**config.mk**
```make
export PLATFORM = sky130hd
export DESIGN_NAME = alu_exec_unit
export DESIGN_NICKNAME = d
export VERILOG_FILES = /design/src/rtl/alu_exec_unit_pkg.sv /design/src/rtl/alu_exec_unit_seq_multiplier.sv /design/src/rtl/alu_exec_unit.sv
export SDC_FILE = /design/constraint.sdc
export NUM_CORES = 1
export LEC_CHECK = 0
export ABC_CLOCK_PERIOD_IN_PS = 4900
export CAP_MARGIN = 20
export CORE_ASPECT_RATIO = 1.1
export CORE_MARGIN = 2
export CORE_UTILIZATION = 50
export CTS_CLUSTER_DIAMETER = 120
export CTS_CLUSTER_SIZE = 24
export DETAILED_ROUTE_END_ITERATION = 6
export PLACE_DENSITY = 0.68
export RECOVER_POWER = 50
export REMOVE_ABC_BUFFERS = 1
export SETUP_SLACK_MARGIN = 0.1
export SYNTH_ARGS = -nofsm -noshare
export SYNTH_HDL_FRONTEND = slang
export SYNTH_SLANG_ARGS = --single-unit
```
**constraint.sdc**
```tcl
create_clock -name Clk -period 4.9 [get_ports Clk]
set_input_delay 0.735 -clock Clk [delete_from_list [all_inputs] [get_ports Clk]]
set_output_delay 0.735 -clock Clk [all_outputs]
set_load 0.1 [all_outputs]
```
**src/rtl/alu_exec_unit_pkg.sv**
```systemverilog
// Shared definitions for the execute-stage ALU and the ALU control decoder.
// Latency: n/a (constants and types only).
// Backpressure: n/a.
package alu_exec_unit_pkg;

    // Default operand/result width of the execute datapath.
    localparam int DATA_WIDTH_DEFAULT = 32;

    // ALU operation codes produced by the ALU control decoder.
    localparam logic [3:0] ALU_ADD = 4'd0;
    localparam logic [3:0] ALU_SUB = 4'd1;
    localparam logic [3:0] ALU_MUL = 4'd2;
    localparam logic [3:0] ALU_AND = 4'd3;
    localparam logic [3:0] ALU_OR  = 4'd4;
    localparam logic [3:0] ALU_NOR = 4'd5;
    localparam logic [3:0] ALU_XOR = 4'd6;
    localparam logic [3:0] ALU_SLL = 4'd7;
    localparam logic [3:0] ALU_SRL = 4'd8;
    localparam logic [3:0] ALU_SLT = 4'd9;
    localparam logic [3:0] ALU_NOP = 4'd10;

    // Execute-unit control states.
    typedef enum logic {
        IDLE = 1'b0,
        MUL  = 1'b1
    } state_e;

endpackage

```
**src/rtl/alu_exec_unit_seq_multiplier.sv**
```systemverilog
// Iterative shift-add multiplier producing the low word of a*b.
// Latency: DATA_WIDTH step edges after start; product_o valid combinationally with done_o.
// Backpressure: none; the owner decides when to step or abort.
module seq_multiplier #(
    parameter int DATA_WIDTH = 32,
    parameter int CNT_W      = 5
) (
    input  logic                  clk_i,
    input  logic                  rst_i,
    input  logic                  start_i,
    input  logic                  step_i,
    input  logic                  abort_i,
    input  logic [DATA_WIDTH-1:0] a_i,
    input  logic [DATA_WIDTH-1:0] b_i,
    output logic [CNT_W-1:0]      cnt_o,
    output logic                  done_o,
    output logic [DATA_WIDTH-1:0] product_o
);

    localparam logic [CNT_W-1:0] LAST_CNT = CNT_W'(DATA_WIDTH - 1);

    logic [DATA_WIDTH-1:0] mcand_q;
    logic [DATA_WIDTH-1:0] mplier_q;
    logic [DATA_WIDTH-1:0] acc_q;
    logic [DATA_WIDTH-1:0] acc_d;
    logic [CNT_W-1:0]      cnt_q;

    // Partial-product add for the current iteration; on the last step this is the product.
    always_comb begin
        acc_d = acc_q;
        if (mplier_q[0]) begin
            acc_d = acc_q + mcand_q;
        end
    end

    // Shift-add datapath and iteration counter; abort wipes any partial work.
    always_ff @(posedge clk_i or posedge rst_i) begin
        if (rst_i) begin
            mcand_q  <= '0;
            mplier_q <= '0;
            acc_q    <= '0;
            cnt_q    <= '0;
        end else if (abort_i) begin
            mcand_q  <= '0;
            mplier_q <= '0;
            acc_q    <= '0;
            cnt_q    <= '0;
        end else if (start_i) begin
            mcand_q  <= a_i;
            mplier_q <= b_i;
            acc_q    <= '0;
            cnt_q    <= '0;
        end else if (step_i) begin
            mcand_q  <= mcand_q << 1;
            mplier_q <= mplier_q >> 1;
            acc_q    <= acc_d;
            cnt_q    <= cnt_q + 1'b1;
        end
    end

    // Counter wraps past the last step; done marks the edge that completes the product.
    assign cnt_o     = cnt_q;
    assign done_o    = step_i && (cnt_q == LAST_CNT);
    assign product_o = acc_d;

endmodule

```
**src/rtl/alu_exec_unit.sv**
```systemverilog
// Execute-stage ALU: single-cycle ops plus an iterative multiply, registered result and flags.
// Latency: 1 edge for single-cycle ops, DATA_WIDTH+1 edges for mul.
// Backpressure: combinational stall holds upstream while a mul is accepted/in progress.
module alu_exec_unit
    import alu_exec_unit_pkg::*;
#(
    parameter int DATA_WIDTH = DATA_WIDTH_DEFAULT,
    parameter int CNT_W      = 5
) (
    input  logic                  Clk,
    input  logic                  Reset,
    input  logic                  in_valid,
    input  logic [3:0]            in_alu_op,
    input  logic [DATA_WIDTH-1:0] in_a,
    input  logic [DATA_WIDTH-1:0] in_b,
    input  logic [4:0]            in_shamt,
    input  logic                  in_flush,
    output logic                  stall,
    output logic                  out_valid,
    output logic [DATA_WIDTH-1:0] out_result,
    output logic                  out_zero,
    output logic                  out_neg
);

    localparam logic [CNT_W-1:0] LAST_CNT = CNT_W'(DATA_WIDTH - 1);

    state_e                state_q;
    state_e                state_d;
    logic                  valid_q;
    logic                  valid_d;
    logic [DATA_WIDTH-1:0] result_q;
    logic [DATA_WIDTH-1:0] result_d;
    logic                  zero_q;
    logic                  zero_d;
    logic                  neg_q;
    logic                  neg_d;

    logic                  accept;
    logic                  is_mul;
    logic                  mul_start;
    logic                  mul_step;
    logic                  mul_abort;
    logic                  mul_done;
    logic [CNT_W-1:0]      mul_cnt;
    logic [DATA_WIDTH-1:0] mul_product;
    logic [DATA_WIDTH-1:0] alu_res;

    assign is_mul    = (in_alu_op == ALU_MUL);
    assign accept    = (state_q == IDLE) && in_valid && !in_flush;
    assign mul_start = accept && is_mul;
    assign mul_step  = (state_q == MUL) && !in_flush;
    assign mul_abort = (state_q == MUL) && in_flush;

    seq_multiplier #(
        .DATA_WIDTH (DATA_WIDTH),
        .CNT_W      (CNT_W)
    ) u_mul (
        .clk_i     (Clk),
        .rst_i     (Reset),
        .start_i   (mul_start),
        .step_i    (mul_step),
        .abort_i   (mul_abort),
        .a_i       (in_a),
        .b_i       (in_b),
        .cnt_o     (mul_cnt),
        .done_o    (mul_done),
        .product_o (mul_product)
    );

    // Single-cycle result; nop and undefined codes yield zero so jumps still flow down the pipe.
    always_comb begin
        alu_res = '0;
        case (in_alu_op)
            ALU_ADD: alu_res = in_a + in_b;
            ALU_SUB: alu_res = in_a - in_b;
            ALU_AND: alu_res = in_a & in_b;
            ALU_OR:  alu_res = in_a | in_b;
            ALU_NOR: alu_res = ~(in_a | in_b);
            ALU_XOR: alu_res = in_a ^ in_b;
            ALU_SLL: alu_res = in_b << in_shamt;
            ALU_SRL: alu_res = in_b >> in_shamt;
            ALU_SLT: alu_res = {{(DATA_WIDTH-1){1'b0}}, ($signed(in_a) < $signed(in_b))};
            default: alu_res = '0;
        endcase
    end

    // Control FSM and result write-back; flags always follow the value being written.
    always_comb begin
        state_d  = state_q;
        valid_d  = 1'b0;
        result_d = result_q;
        zero_d   = zero_q;
        neg_d    = neg_q;
        case (state_q)
            IDLE: begin
                if (accept) begin
                    if (is_mul) begin
                        state_d = MUL;
                    end else begin
                        valid_d  = 1'b1;
                        result_d = alu_res;
                        zero_d   = (alu_res == '0);
                        neg_d    = alu_res[DATA_WIDTH-1];
                    end
                end
            end
            MUL: begin
                if (in_flush) begin
                    state_d = IDLE;
                end else if (mul_done) begin
                    state_d  = IDLE;
                    valid_d  = 1'b1;
                    result_d = mul_product;
                    zero_d   = (mul_product == '0);
                    neg_d    = mul_product[DATA_WIDTH-1];
                end
            end
            default: state_d = IDLE;
        endcase
    end

    // State and output registers; reset abandons any multiply in progress.
    always_ff @(posedge Clk or posedge Reset) begin
        if (Reset) begin
            state_q  <= IDLE;
            valid_q  <= 1'b0;
            result_q <= '0;
            zero_q   <= 1'b0;
            neg_q    <= 1'b0;
        end else begin
            state_q  <= state_d;
            valid_q  <= valid_d;
            result_q <= result_d;
            zero_q   <= zero_d;
            neg_q    <= neg_d;
        end
    end

    // Hold upstream from the mul accept cycle until the final iteration edge.
    assign stall = !Reset &&
                   (((state_q == IDLE) && in_valid && is_mul && !in_flush) ||
                    ((state_q == MUL) && (mul_cnt < LAST_CNT)));

    assign out_valid  = valid_q;
    assign out_result = result_q;
    assign out_zero   = zero_q;
    assign out_neg    = neg_q;

endmodule

```
==> results.md <==
- Post-synth top area cell: dfrtp_1
- Pins Over Slew Limit: 154
- FP Rows: 72
- Synth warnings: 0
- Synth Flop Type: dfrtp_1
- First-pass GRT wire length: between 100 and 150 mm
- Synth Instances: 2,327
- Clock transition at path regs: roughly 60 ps
- Maximum vdd ir drop: 0.000353 V
- Num CTS Buffers: 17
- Sequential-to-total area share from yosys stat: 19.1%
- Top cell type's share of synthesized area: between 10% and 20%
- Final worst path period need: 4640 ps
- Final core occ: between 60% and 70%
- Final setup vio count: 0
- Pin count of the biggest net entering global routing: around 110
- Max clock buf depth: 2
- Netlist cell types: 92
- CP Max Fanout: 2
- Synthesis-stage register bit count: around 140
- Starting density of the core: between 50% and 60%
- Tcrit/Tclk final: 94.7%
- Setup_tns: 0 ps
- Fin cells: about 3.0k
- Routed WL: slightly above 80 mm
- Placed Area: between 20,000 and 25,000 um^2
- Chip height: 202 um
- Required @ worst endpoint: 5250 ps
- CTS tree: yes
- Leak Pwr: 9.64 nW
- Asr flop ratio synth: 100%
- Max_slew headroom: -62.1%
- Slew @ Worst Pin: around 2400 ps
- Hold/Removal Path Class: flip-flop to flip-flop
- Initial DRC Count: 2,692
- Total power: 7.22 mW
- R2R depth: 14
- Root Driver: clkbuf_16
- Final nets: 2,763
- TritonRoute pass-1 iters: 6
- RSZ-0062 raised after global routing: false
- Remaining DRCs: 0
- Final-report hold violation count: 0
- Core footprint: about 35,000 um^2
- Synth area leaders: dfrtp_1 (19%), ha_1 (9.0%), a21oi_1 (5.9%), mux4_2 (5.2%), o21ai_0 (5.1%)
- CP Class: input port to flip-flop
- H-tree Lvls: 4
- Skew final: 7.37 ps
- Boundary pin count: 113
- Arrival time at the worst endpoint: 4980 ps
- Worst Setup End Kind: flip-flop
- Cts hold-fix bufs: 0
- Global route overflow: 0
- Pre-CTS setup slack: -381 ps
- Placer congestion estimate: 1.09
- Die width: approximately 180 um
- Port Buffers: around 110
- Initial antenna violation count: 2
- Vias in the first global route: 19.9k
- Post-DRT Antenna Nets: 0
- Power density cells: 333 nW/um^2
- GRT Overall Usage: a little over two fifths
- Fin Hold WS: 470 ps
- # fillers: 3,076
- Fin worst setup slack: 261 ps
- Wire length per cell: 27.1 um
- Final instance area: 21,600 um^2
- EDFF count, synth: 0
- Hpwl dp: 64.2 mm
- Vias: about 21k
- Synthesized area: 17,800 um^2
- Hold depth: 2
- Layout cells sized above 1: 16.9%
- Clock latency on the worst-skew pair: 440 ps
- Inst Count DP: 2,975
- Area Overhead vs Synth: 21.3%
- Via density: 6.92
- Die area: 37,200 um^2
- Run status: finished with violations
- Max-cap violation count: 2
- Failing checks: max-capacitance violations, max-slew violations
- # diodes: 0
- Fmax: 216 MHz
- Syn_area_per_cell: 7.67 um^2
- TritonCTS Sinks: around 140
- Worst Setup Start Kind: input port
## Yosys cell counts (9+ instances only)
cell,instances
a22o_1,20
a211oi_1,78
nand2b_1,20
mux2_2,35
nand2_1,211
a21o_1,30
a2111oi_0,10
dfrtp_1,136
a31oi_1,13
mux2i_1,69
a211o_1,15
o211ai_1,29
a22oi_1,41
o21ai_0,182
a21oi_1,211
and4_1,10
buf_2,25
a221o_1,10
nand3_1,53
ha_1,129
nor2b_1,35
o22ai_1,25
nor3_1,59
xnor2_1,28
inv_1,128
clkbuf_1,133
o21bai_1,13
nand4_1,13
and2_1,11
o21a_1,14
o221ai_1,10
buf_1,22
o31ai_1,20
a221oi_1,15
a311oi_1,10
xor2_1,24
nor4_1,20
o32ai_1,9
and3_1,13
nor2_1,197
o2111ai_1,16
mux4_2,41
## critical path, cell delays in order
cell,delay (ps)
clkdlybuf4s50_1,480
inv_1,60
ha_1,230
fa_1,420
mux2_1,310
nand3_1,80
nand2_1,60
a311o_1,270
or4_4,560
or3b_1,380
or4_4,510
nor4_2,260
buf_4,160
nand4b_1,140
nor3_2,140
a22oi_1,90
o31ai_1,100
## registers in the layout (all words and copies together), names as in the netlist
register and cells:
out_result 32, out_valid 1, out_zero 1, state_q 1, u_mul.acc_q 32, u_mul.cnt_o 5, u_mul.mcand_q 32, u_mul.mplier_q 32
## logic make-up after synthesis
kind of cell             Yosys count  synth area share, %
flip-flops                       136                 19.1
adder cells (fa/ha/maj)          132                 9.38
XOR/XNOR                          52                 2.55
AO/OA/AOI/OAI                    836                 31.0
buffers and inverters            325                 7.39
multiplexers                     153                 12.2
AND/OR/NAND/NOR                  693                 18.4
## metal layers
metal	up-vias	global-route usage (%)	part of all wire, %
li1	9136	-	-
met1	10055	56.9	39
met2	1385	68.6	45
met3	263	6.38	9.8
met4	2	23.8	6.1
met5	-	0	0.016
## worst paths after layout
kind | slack [ps] | start | to
setup / recovery | 260 | in_a[0] | out_zero
hold / removal | 470 | out_result[18] | out_result[18]
setup reg to reg | 290 | u_mul.acc_q[0] | out_zero
hold reg to reg | 470 | out_result[18] | out_result[18]
max in group asynchronous | 1250 | Reset | out_valid
min in group asynchronous | 1470 | Reset | out_result[0]
## cell usage in the layout, fill, tap and decap left out, types with 24 or more instances in the layout
master,instances
buf_4,276
a21oi_1,210
nand2_1,210
nor2_1,197
o21ai_0,182
dfrtp_1,134
ha_1,129
inv_1,127
clkdlybuf4s50_1,101
a211oi_1,78
mux2i_1,69
nor3_1,57
nand3_1,53
a22oi_1,41
mux4_2,41
nor2b_1,35
mux2_2,35
a21o_1,30
o211ai_1,29
xnor2_1,28
o22ai_1,25
xor2_1,24
## final cells by class
class,count,area [um^2],share of cell area (%)
clock buffers,21,460,2.13
repair buffers,399,3350,15.5
clock inverters,11,194,0.896
flip-flops and latches,136,3410,15.7
multi-input cells,1866,13200,60.9
inverters,134,507,2.34
well taps,444,556,2.57
## repair_timing
| item | 4_1_cts | 5_1_grt |
|---|---|---|
| pin swaps | 0 | 2 |
| setup endpoints to repair | 1 | 3 |
| gates cloned | 0 | 0 |
| gates resized for setup | 1 | 9 |
| buffers inserted | 0 | 2 |
## power breakdown
group | internal, mW | switching, mW
Combinational | 1.50 | 2.60
Sequential | 1.43 | 0.254
Clock | 0.930 | 0.505
Total | 3.86 | 3.36
No activity file was read; power rests on OpenSTA's default activity.
